===== config.mk =====
export PLATFORM = sky130hd
export DESIGN_NAME = radix2_divider
export DESIGN_NICKNAME = d
export VERILOG_FILES = /design/src/rtl/radix2_divider_pkg.sv /design/src/rtl/radix2_divider.sv
export SDC_FILE = /design/constraint.sdc
export NUM_CORES = 1
export LEC_CHECK = 0
export ABC_AREA = 0
export ABC_CLOCK_PERIOD_IN_PS = 9700
export CAP_MARGIN = 15
export CORE_MARGIN = 3
export CORE_UTILIZATION = 40
export CTS_CLUSTER_SIZE = 24
export DETAILED_ROUTE_END_ITERATION = 10
export PLACE_DENSITY = 0.6
export REMOVE_ABC_BUFFERS = 1
export SETUP_SLACK_MARGIN = 0.02
export SYNTH_ARGS = -nofsm -noshare
export SYNTH_HDL_FRONTEND = slang
export SYNTH_SLANG_ARGS = --single-unit
export TNS_END_PERCENT = 30

===== constraint.sdc =====
create_clock -name clk -period 9.7 [get_ports clk]
set_clock_uncertainty 0.2 [all_clocks]
set_input_delay 0.97 -clock clk [delete_from_list [all_inputs] [get_ports clk]]
set_output_delay 0.97 -clock clk [all_outputs]
set_load 0.005 [all_outputs]

===== src/rtl/radix2_divider_pkg.sv =====
// Shared types for the RV32M divide unit: the funct3[1:0] operation encoding.
package radix2_divider_pkg;

    typedef enum logic [1:0] {
        DIV  = 2'b00,
        DIVU = 2'b01,
        REM  = 2'b10,
        REMU = 2'b11
    } div_op_t;

endpackage


===== src/rtl/radix2_divider.sv =====
// Sequential radix-2 restoring divider for DIV/DIVU/REM/REMU, start/done handshake,
// flushable while in flight.
//
// state        | meaning
// IDLE         | waiting for start; operands captured on accept
// ITERATE      | one restoring step per cycle, 32 cycles
// FIXUP        | apply quotient/remainder sign, register result
// DONE         | done pulse, result valid
// DONE_SPECIAL | done pulse for divide-by-zero / signed overflow
module radix2_divider
    import radix2_divider_pkg::*;
#(
    parameter int WIDTH = 32
) (
    input  logic             clk,
    input  logic             rst,
    input  logic [WIDTH-1:0] a,
    input  logic [WIDTH-1:0] b,
    input  logic [1:0]       div_op,
    input  logic             start,
    input  logic             flush,
    output logic             busy,
    output logic             done,
    output logic [WIDTH-1:0] result
);

    localparam int CNT_W = $clog2(WIDTH);
    localparam logic [CNT_W-1:0] CNT_LAST = CNT_W'(WIDTH - 1);
    localparam logic [WIDTH-1:0] MIN_NEG  = {1'b1, {(WIDTH-1){1'b0}}};

    typedef enum logic [2:0] {
        IDLE,
        ITERATE,
        FIXUP,
        DONE,
        DONE_SPECIAL
    } state_t;

    function automatic logic [WIDTH-1:0] negate(input logic [WIDTH-1:0] x);
        return ~x + WIDTH'(1);
    endfunction

    state_t           state;
    div_op_t          op_r;
    logic             neg_q;
    logic             neg_r;
    logic [WIDTH-1:0] divisor;
    logic [WIDTH:0]   rem;
    logic [WIDTH-1:0] quot;
    logic [CNT_W-1:0] cnt;

    div_op_t          op_in;
    logic             signed_in;
    logic             rem_in;
    logic             by_zero;
    logic             overflow;
    logic [WIDTH-1:0] abs_a;
    logic [WIDTH-1:0] abs_b;
    logic [WIDTH-1:0] special_res;
    logic [WIDTH:0]   rem_s;
    logic [WIDTH:0]   trial;
    logic             rem_op;
    logic [WIDTH-1:0] fix_x;
    logic [WIDTH-1:0] result_next;

    always_comb begin
        op_in     = div_op_t'(div_op);
        signed_in = (op_in == DIV) || (op_in == REM);
        rem_in    = (op_in == REM) || (op_in == REMU);
        by_zero   = (b == '0);
        overflow  = signed_in && (a == MIN_NEG) && (b == '1);
        // |MIN_NEG| wraps to itself, which is the correct magnitude read unsigned.
        abs_a     = (signed_in && a[WIDTH-1]) ? negate(a) : a;
        abs_b     = (signed_in && b[WIDTH-1]) ? negate(b) : b;

        special_res = '0;
        if (by_zero)
            special_res = rem_in ? a : '1;
        else
            special_res = rem_in ? '0 : MIN_NEG;

        rem_s = {rem[WIDTH-1:0], quot[WIDTH-1]};
        trial = rem_s - {1'b0, divisor};

        rem_op      = (op_r == REM) || (op_r == REMU);
        fix_x       = rem_op ? rem[WIDTH-1:0] : quot;
        result_next = (rem_op ? neg_r : neg_q) ? negate(fix_x) : fix_x;
    end

    always_ff @(posedge clk) begin
        if (rst) begin
            state   <= IDLE;
            op_r    <= DIV;
            neg_q   <= 1'b0;
            neg_r   <= 1'b0;
            divisor <= '0;
            rem     <= '0;
            quot    <= '0;
            cnt     <= '0;
            busy    <= 1'b0;
            done    <= 1'b0;
            result  <= '0;
        end else if (flush) begin
            state <= IDLE;
            busy  <= 1'b0;
            done  <= 1'b0;
        end else begin
            case (state)
                IDLE: begin
                    done <= 1'b0;
                    if (start) begin
                        op_r <= op_in;
                        busy <= 1'b1;
                        if (by_zero || overflow) begin
                            result <= special_res;
                            done   <= 1'b1;
                            state  <= DONE_SPECIAL;
                        end else begin
                            neg_q   <= signed_in && (a[WIDTH-1] ^ b[WIDTH-1]);
                            neg_r   <= signed_in && a[WIDTH-1];
                            divisor <= abs_b;
                            rem     <= '0;
                            quot    <= abs_a;
                            cnt     <= '0;
                            state   <= ITERATE;
                        end
                    end
                end
                ITERATE: begin
                    if (!trial[WIDTH]) begin
                        rem  <= trial;
                        quot <= {quot[WIDTH-2:0], 1'b1};
                    end else begin
                        rem  <= rem_s;
                        quot <= {quot[WIDTH-2:0], 1'b0};
                    end
                    cnt <= cnt + 1'b1;
                    if (cnt == CNT_LAST)
                        state <= FIXUP;
                end
                FIXUP: begin
                    result <= result_next;
                    done   <= 1'b1;
                    state  <= DONE;
                end
                DONE, DONE_SPECIAL: begin
                    done  <= 1'b0;
                    busy  <= 1'b0;
                    state <= IDLE;
                end
                default: begin
                    done  <= 1'b0;
                    busy  <= 1'b0;
                    state <= IDLE;
                end
            endcase
        end
    end

endmodule

* Word level (Yosys, flattened, before mapping)
Index checks and enable logic that the tools add are counted.
** Word-level totals
- Output and inout bits :: 34
- Bits in registers :: 142
- Logic and storage cells :: 89
** Cells by class
- Multiplexer cells :: 31
- Reductions and logical operators :: 22
- Equal/unequal tests :: 13
- Bitwise operators :: 7
- $add $sub $neg :: 5
** Operator list (count)
- $mux W32 :: 14
- $pmux W32 S2 :: 3
- $add A32 B1 Y32 const B :: 3
- $not A32 Y32 :: 3
- $eq A32 B32 Y1 const B :: 2
- $sub A33 B32 Y33 :: 1
- $logic_not A32 Y1 :: 1
- $reduce_and A4 Y1 :: 3
- $mux W5 :: 2
- $pmux W5 S2 :: 1
- $mux W3 :: 3
- $pmux W3 S3 :: 1
- $eq A2 B2 Y1 const B :: 4
- $ne A2 B2 Y1 const B :: 4
- $add A5 B1 Y5 const B :: 1
- $eq A5 B5 Y1 const B :: 1
- $logic_and A1 B1 Y1 :: 5
- $mux W1 :: 5
- $logic_or A1 B1 Y1 :: 4
- $reduce_and A2 Y1 :: 2
- $reduce_bool A2 Y1 :: 2
- $reduce_or A2 Y1 :: 2
- $eq A3 B1 Y1 const B :: 1
- $eq A3 B2 Y1 const B :: 1
- other kinds (7) :: 9

* Longest topological paths before layout
- Depth in word-level cells :: 8
- Gate-level depth with buffers :: 19
- Depth with buffers taken out :: 13

* Worst setup path after synthesis
OpenSTA, ideal clock, no wires.
- Path type :: register to register
- Start :: register op_r[1]
- End :: register result[26]
- Setup time :: 134 ps
- Data arrival time :: 4174 ps
- Stages on the path, launching flop included :: 20
- Path buffers :: 9
- Setup slack :: 5192 ps
- Cells stage by stage :: dfxtp_1 > buf_2 > buf_2 > buf_2 > buf_2 > buf_2 > buf_2 > buf_2 > buf_2 > mux2i_1 > ha_1 > o221ai_1 > or2_2 > buf_1 > or4_1 > o21ai_0 > xnor2_1 > o22ai_1 > nand2_1 > a21oi_1
** On the way
- Longest elaborated chain between the ends :: 7
** Ends and longest elaborated chain
- start, declared :: line radix2_divider.sv:44 : div_op_t op_r;
- start signal, assigned :: line radix2_divider.sv:112 : op_r <= op_in;
- $eq A2 B2 Y1 :: line radix2_divider.sv:85 : rem_op = (op_r == REM) || (op_r == REMU);
- $logic_or A1 B1 Y1 * :: line radix2_divider.sv:85
- $mux W32 :: line radix2_divider.sv:86 : fix_x = rem_op ? rem[WIDTH-1:0] : quot;
- $not A32 Y32 :: line radix2_divider.sv:40 : return ~x + WIDTH'(1);
- $add A32 B1 Y32 :: line radix2_divider.sv:40
- $mux W32 * :: line radix2_divider.sv:87 : result_next = (rem_op ? neg_r : neg_q) ? negate(fix_x) : fix_x;
- $pmux W32 S2 * :: line radix2_divider.sv:108 : case (state)
- end signal, assigned :: line radix2_divider.sv:115 : result <= special_res;
- end signal, assigned :: line radix2_divider.sv:142 : result <= result_next;
- end, declared :: line radix2_divider.sv:24 : output logic [WIDTH-1:0] result
Mark *: on every way between the ends. The rest lies on a longest branch, timed or not.
A chain may end at the register's enable or synchronous reset.

* Final worst setup path
- Start :: input port b[0]
- End :: register result[30]
** On the way
- Longest elaborated chain between the ends :: 5
** Ends and longest elaborated chain
- start, declared :: line radix2_divider.sv:18 : input logic [WIDTH-1:0] b,
- $logic_not A32 Y1 or $eq A32 B32 Y1 (tied branches) :: line radix2_divider.sv:70, radix2_divider.sv:71
- $mux W32 or $logic_and A1 B1 Y1 (tied branches) :: line radix2_divider.sv:77, radix2_divider.sv:71
- $mux W32 or $logic_or A1 B1 Y1 (tied branches) :: line radix2_divider.sv:114 : if (by_zero || overflow) begin
- $mux W32 or $ne A2 B2 Y1 (tied branches)
- $pmux W32 S2 or $reduce_and A4 Y1 (tied branches)
Several ways; a longest one is shown, not always the timed one. The select of a mux whose other input is x is not followed.

==> reports/qor_table.md <==
| Metric | Value |
| --- | --- |
| Outcome | complete, no violations |
| Core area | 25330 sq um |
| Number of distinct library cell variants in the gate-level netlist after synthesis | 64 |
| CTS clock-pin slew for the worst setup and hold paths | 60 ps |
| Power per unit of standard cell area | 141.7 nW/um^2 |
| Placed cell count | 1745 |
| Initial core utilization | 40.94% |
| Fraction of final layout cells with drive strength greater than 1 | 4.703% |
| Via count normalized by instance count | 5.589 |
| Avg Cell Area, Syn | 7.481 sq um |
| Antenna violations before repair | 0 |
| Via count of the first global-routing pass | 8914 |
| Placer's final routability congestion estimate | 0.8866 |
| Worst-case setup margin in the final layout | 5131 ps |
| Total congestion overflow | 0 |
| Slew Viols, Final | 0 |
| Async set or reset register ratio after synthesis | 0% |
| Peak ir drop on the vdd network | 0.1126 mV |
| Post-synth top cells | 171 x sky130_fd_sc_hd__nor2_1, 141 x sky130_fd_sc_hd__dfxtp_1, 123 x sky130_fd_sc_hd__nand2_1 |
| Clock tree from TritonCTS | yes |
| Quantity of hold-fixing buffers added after cts | 0 |
| Final routed DRC violation total | 0 |
| Part of the Yosys area used for sequential elements | 27.22% |
| Category of the critical setup timing path | input port to flop |
| Synthesized instance count | 1386 |
| Number of antenna cells inserted | 0 |
| Pin count of the biggest net entering global routing | 61 |
| Remaining max-slew budget at the tightest pin | 26.86% |
| GRT Resource Usage Total | 20.90% |
| Cell taking the most area after synthesis | sky130_fd_sc_hd__dfxtp_1 |
| Fill cell total of the finished layout | 2568 |
| Count of buffers from port buffering | 103 |
| FF+latch count, synth | 141 |
| WP data required | 9860 ps |
| Syn Std Cell Area | 10370 sq um |
| Routed via count | 9926 |
| Number of sinks driven by the clock tree | 141 |
| Dpl ws | 4690 ps |
| Worst-Margin Slew | 1087 ps |
| Global-route wire length before repair | 48.01 mm |
| Hold Violations, Final | 0 |
| Layout overhead on the synthesized area | 18.02% |
| DP Wirelength | 22.65 mm |
| Number of endpoints failing setup at the final stage | 0 |
| Ys Warns | 0 |
| Share of the synthesized area in the top cell type | 27.22% |
| Number of flops mapped to enable cells by yosys | 0 |
| Arrival time at the worst endpoint | 4730 ps |
| Setup crit end kind | flop |
| H-tree depth | 4 |
| Most frequent cell after synthesis | sky130_fd_sc_hd__nor2_1 |
| Final setup TNS | 0 ps |
| Worst Hold Class | flop to flop |
| Max-cap violations | 0 |
| Clock tree root driver cell | sky130_fd_sc_hd__clkbuf_16 |
| Clock network latency to the later pin of the worst-skew pair | 440 ps |
| Final critical path time including I/O delays and setup | 4569 ps |
| Post-layout net count | 1543 |
| Total setup buffers inserted after CTS | 0 |
| First DRT Iteration DRCs | 820 |
| Die width | 167 um |
| Share of the cycle needed by the critical path after routing | 47.10% |
| Synth top area cells | sky130_fd_sc_hd__dfxtp_1 27%, sky130_fd_sc_hd__nor2_1 6.2%, sky130_fd_sc_hd__mux2i_1 6.0% |
| DIE HEIGHT | 167 um |
| Detailed Routing Iterations Pass 1 | 5 |
| Launching element type of the critical path | input port |
| Final ANT Viol Nets | 0 |
| Maximum root-to-sink buffer count | 2 |
| Number of buffers inserted during clock tree synthesis | 17 |
| Average routed wire per standard cell | 16.92 um |
| Final Hold Slack | 252.6 ps |
| Top_reg_cell synth | sky130_fd_sc_hd__dfxtp_1 |
| Unrepaired setup endpoints after global routing | false |
| Crit-path max FO | 30 |
| PostCTS Resize Cnt | 0 |
| Leakage power of the design | 4.328 nW |
| Non-filler instance count after layout | 1776 |
| Die ar. | 27890 sq um |
| Post-Route WL | 30.04 mm |
| Fmax | 218.9 MHz |
| Number of standard-cell rows in the floorplan | 58 |
| Top-level I/O count | 104 |
-- metrics by stage --
step / utilization, % / total power (W) / area (sq um)
floorplan: - / 0.0008652 / 10010
global placement: 45.67 / 0.0009862 / 11570
detailed placement: 45.67 / 0.0009870 / 11570
CTS: 48.32 / 0.001744 / 12240
global route: 48.32 / 0.001809 / 12240
finish: 48.32 / 0.001734 / 12240
-- critical path: stages --
cell and delay [ps]:
sky130_fd_sc_hd__clkdlybuf4s50_1 590, sky130_fd_sc_hd__ha_1 180, sky130_fd_sc_hd__nand4_1 90, sky130_fd_sc_hd__nor4_1 930, sky130_fd_sc_hd__nand4_1 210, sky130_fd_sc_hd__o2bb2a_4 320, sky130_fd_sc_hd__o21ba_4 220, sky130_fd_sc_hd__or4_4 600
sky130_fd_sc_hd__or3_4 440, sky130_fd_sc_hd__o22ai_2 160
-- layout make-up --
| type | instances | area (sq um) | share of cell area, % |
|---|---|---|---|
| tap | 330 | 412.9 | 3.374 |
| clock buffer | 20 | 456.7 | 3.732 |
| clock inverter | 11 | 214.0 | 1.748 |
| multi-input combinational | 1096 | 6978 | 57.02 |
| timing repair buffer | 114 | 1111 | 9.080 |
| sequential | 141 | 2824 | 23.08 |
| inverter | 64 | 240.2 | 1.963 |
-- path summary, 6_finish.rpt --
check | startpoint | end | slack, ps | depth (start not counted)
max reg2reg | quot[31]$_SDFFE_PP0P_ | rem[0]$_SDFFE_PP0P_ | 5510 | 14
min | result[29]$_SDFFE_PP0P_ | result[29]$_SDFFE_PP0P_ | 250 | 2
min reg2reg | result[29]$_SDFFE_PP0P_ | result[29]$_SDFFE_PP0P_ | 250 | 2
max | b[0] | result[30]$_SDFFE_PP0P_ | 5130 | 10
-- report_power, final --
group	switching, W	total (W)	internal [W]
combinational	0.000215	0.000364	0.000150
clock	0.000261	0.000754	0.000494
sequential	0.0000159	0.000615	0.000599
total	0.000491	0.00173	0.00124
-- routing by layer --
metal	vias up	share of wire, %	track usage (%)
li1	5064	-	-
met1	4551	52	31.98
met2	292	42	31.25
met3	19	5.0	3.442
met4	0	0.77	3.372
met5	-	0	0
-- placed cells by master (no fill, tap or decap), types with 7 or more instances in the layout --
master                            count
sky130_fd_sc_hd__xor2_1              57
sky130_fd_sc_hd__a221oi_1            24
sky130_fd_sc_hd__xnor2_1             58
sky130_fd_sc_hd__dfxtp_1            140
sky130_fd_sc_hd__o211ai_1            14
sky130_fd_sc_hd__o21ai_0             76
sky130_fd_sc_hd__or4_1               10
sky130_fd_sc_hd__nand2b_1            17
sky130_fd_sc_hd__a21o_1               8
sky130_fd_sc_hd__nand2_1            123
sky130_fd_sc_hd__inv_1               64
sky130_fd_sc_hd__clkdlybuf4s50_1    102
sky130_fd_sc_hd__a31oi_1              8
sky130_fd_sc_hd__o41ai_1              7
sky130_fd_sc_hd__o31ai_1             12
sky130_fd_sc_hd__nand3_1             17
sky130_fd_sc_hd__a21oi_1            115
sky130_fd_sc_hd__or3_1               12
sky130_fd_sc_hd__a22oi_1             12
sky130_fd_sc_hd__nor3_1              69
sky130_fd_sc_hd__nand4_1             19
sky130_fd_sc_hd__a211oi_1            55
sky130_fd_sc_hd__nor2_1             169
sky130_fd_sc_hd__clkbuf_16           17
sky130_fd_sc_hd__buf_4               12
sky130_fd_sc_hd__mux2i_1             62
sky130_fd_sc_hd__nor4_1              13
sky130_fd_sc_hd__nor2b_1             17
sky130_fd_sc_hd__nor3b_1              8
sky130_fd_sc_hd__ha_1                38
-- sequential cells by signal, summed over array words and instances (netlist names) --
register,count
divisor,32
quot,32
rem,32
result,32
cnt,5
state,3
busy,1
done,1
neg_q,1
neg_r,1
op_r,1
-- logic make-up after synthesis --
| family | after synthesis | share of synthesized area, % |
|---|---|---|
| adders and majority gates | 39 | 4.779 |
| and+or+nand+nor | 506 | 23.28 |
| buffers and inverters | 149 | 5.804 |
| xor gates and xnor gates | 116 | 9.799 |
| muxes | 64 | 6.203 |
| AOI/OAI and AO/OA | 371 | 22.92 |
| DFF | 141 | 27.22 |
Power figures use the tool's default switching activity.
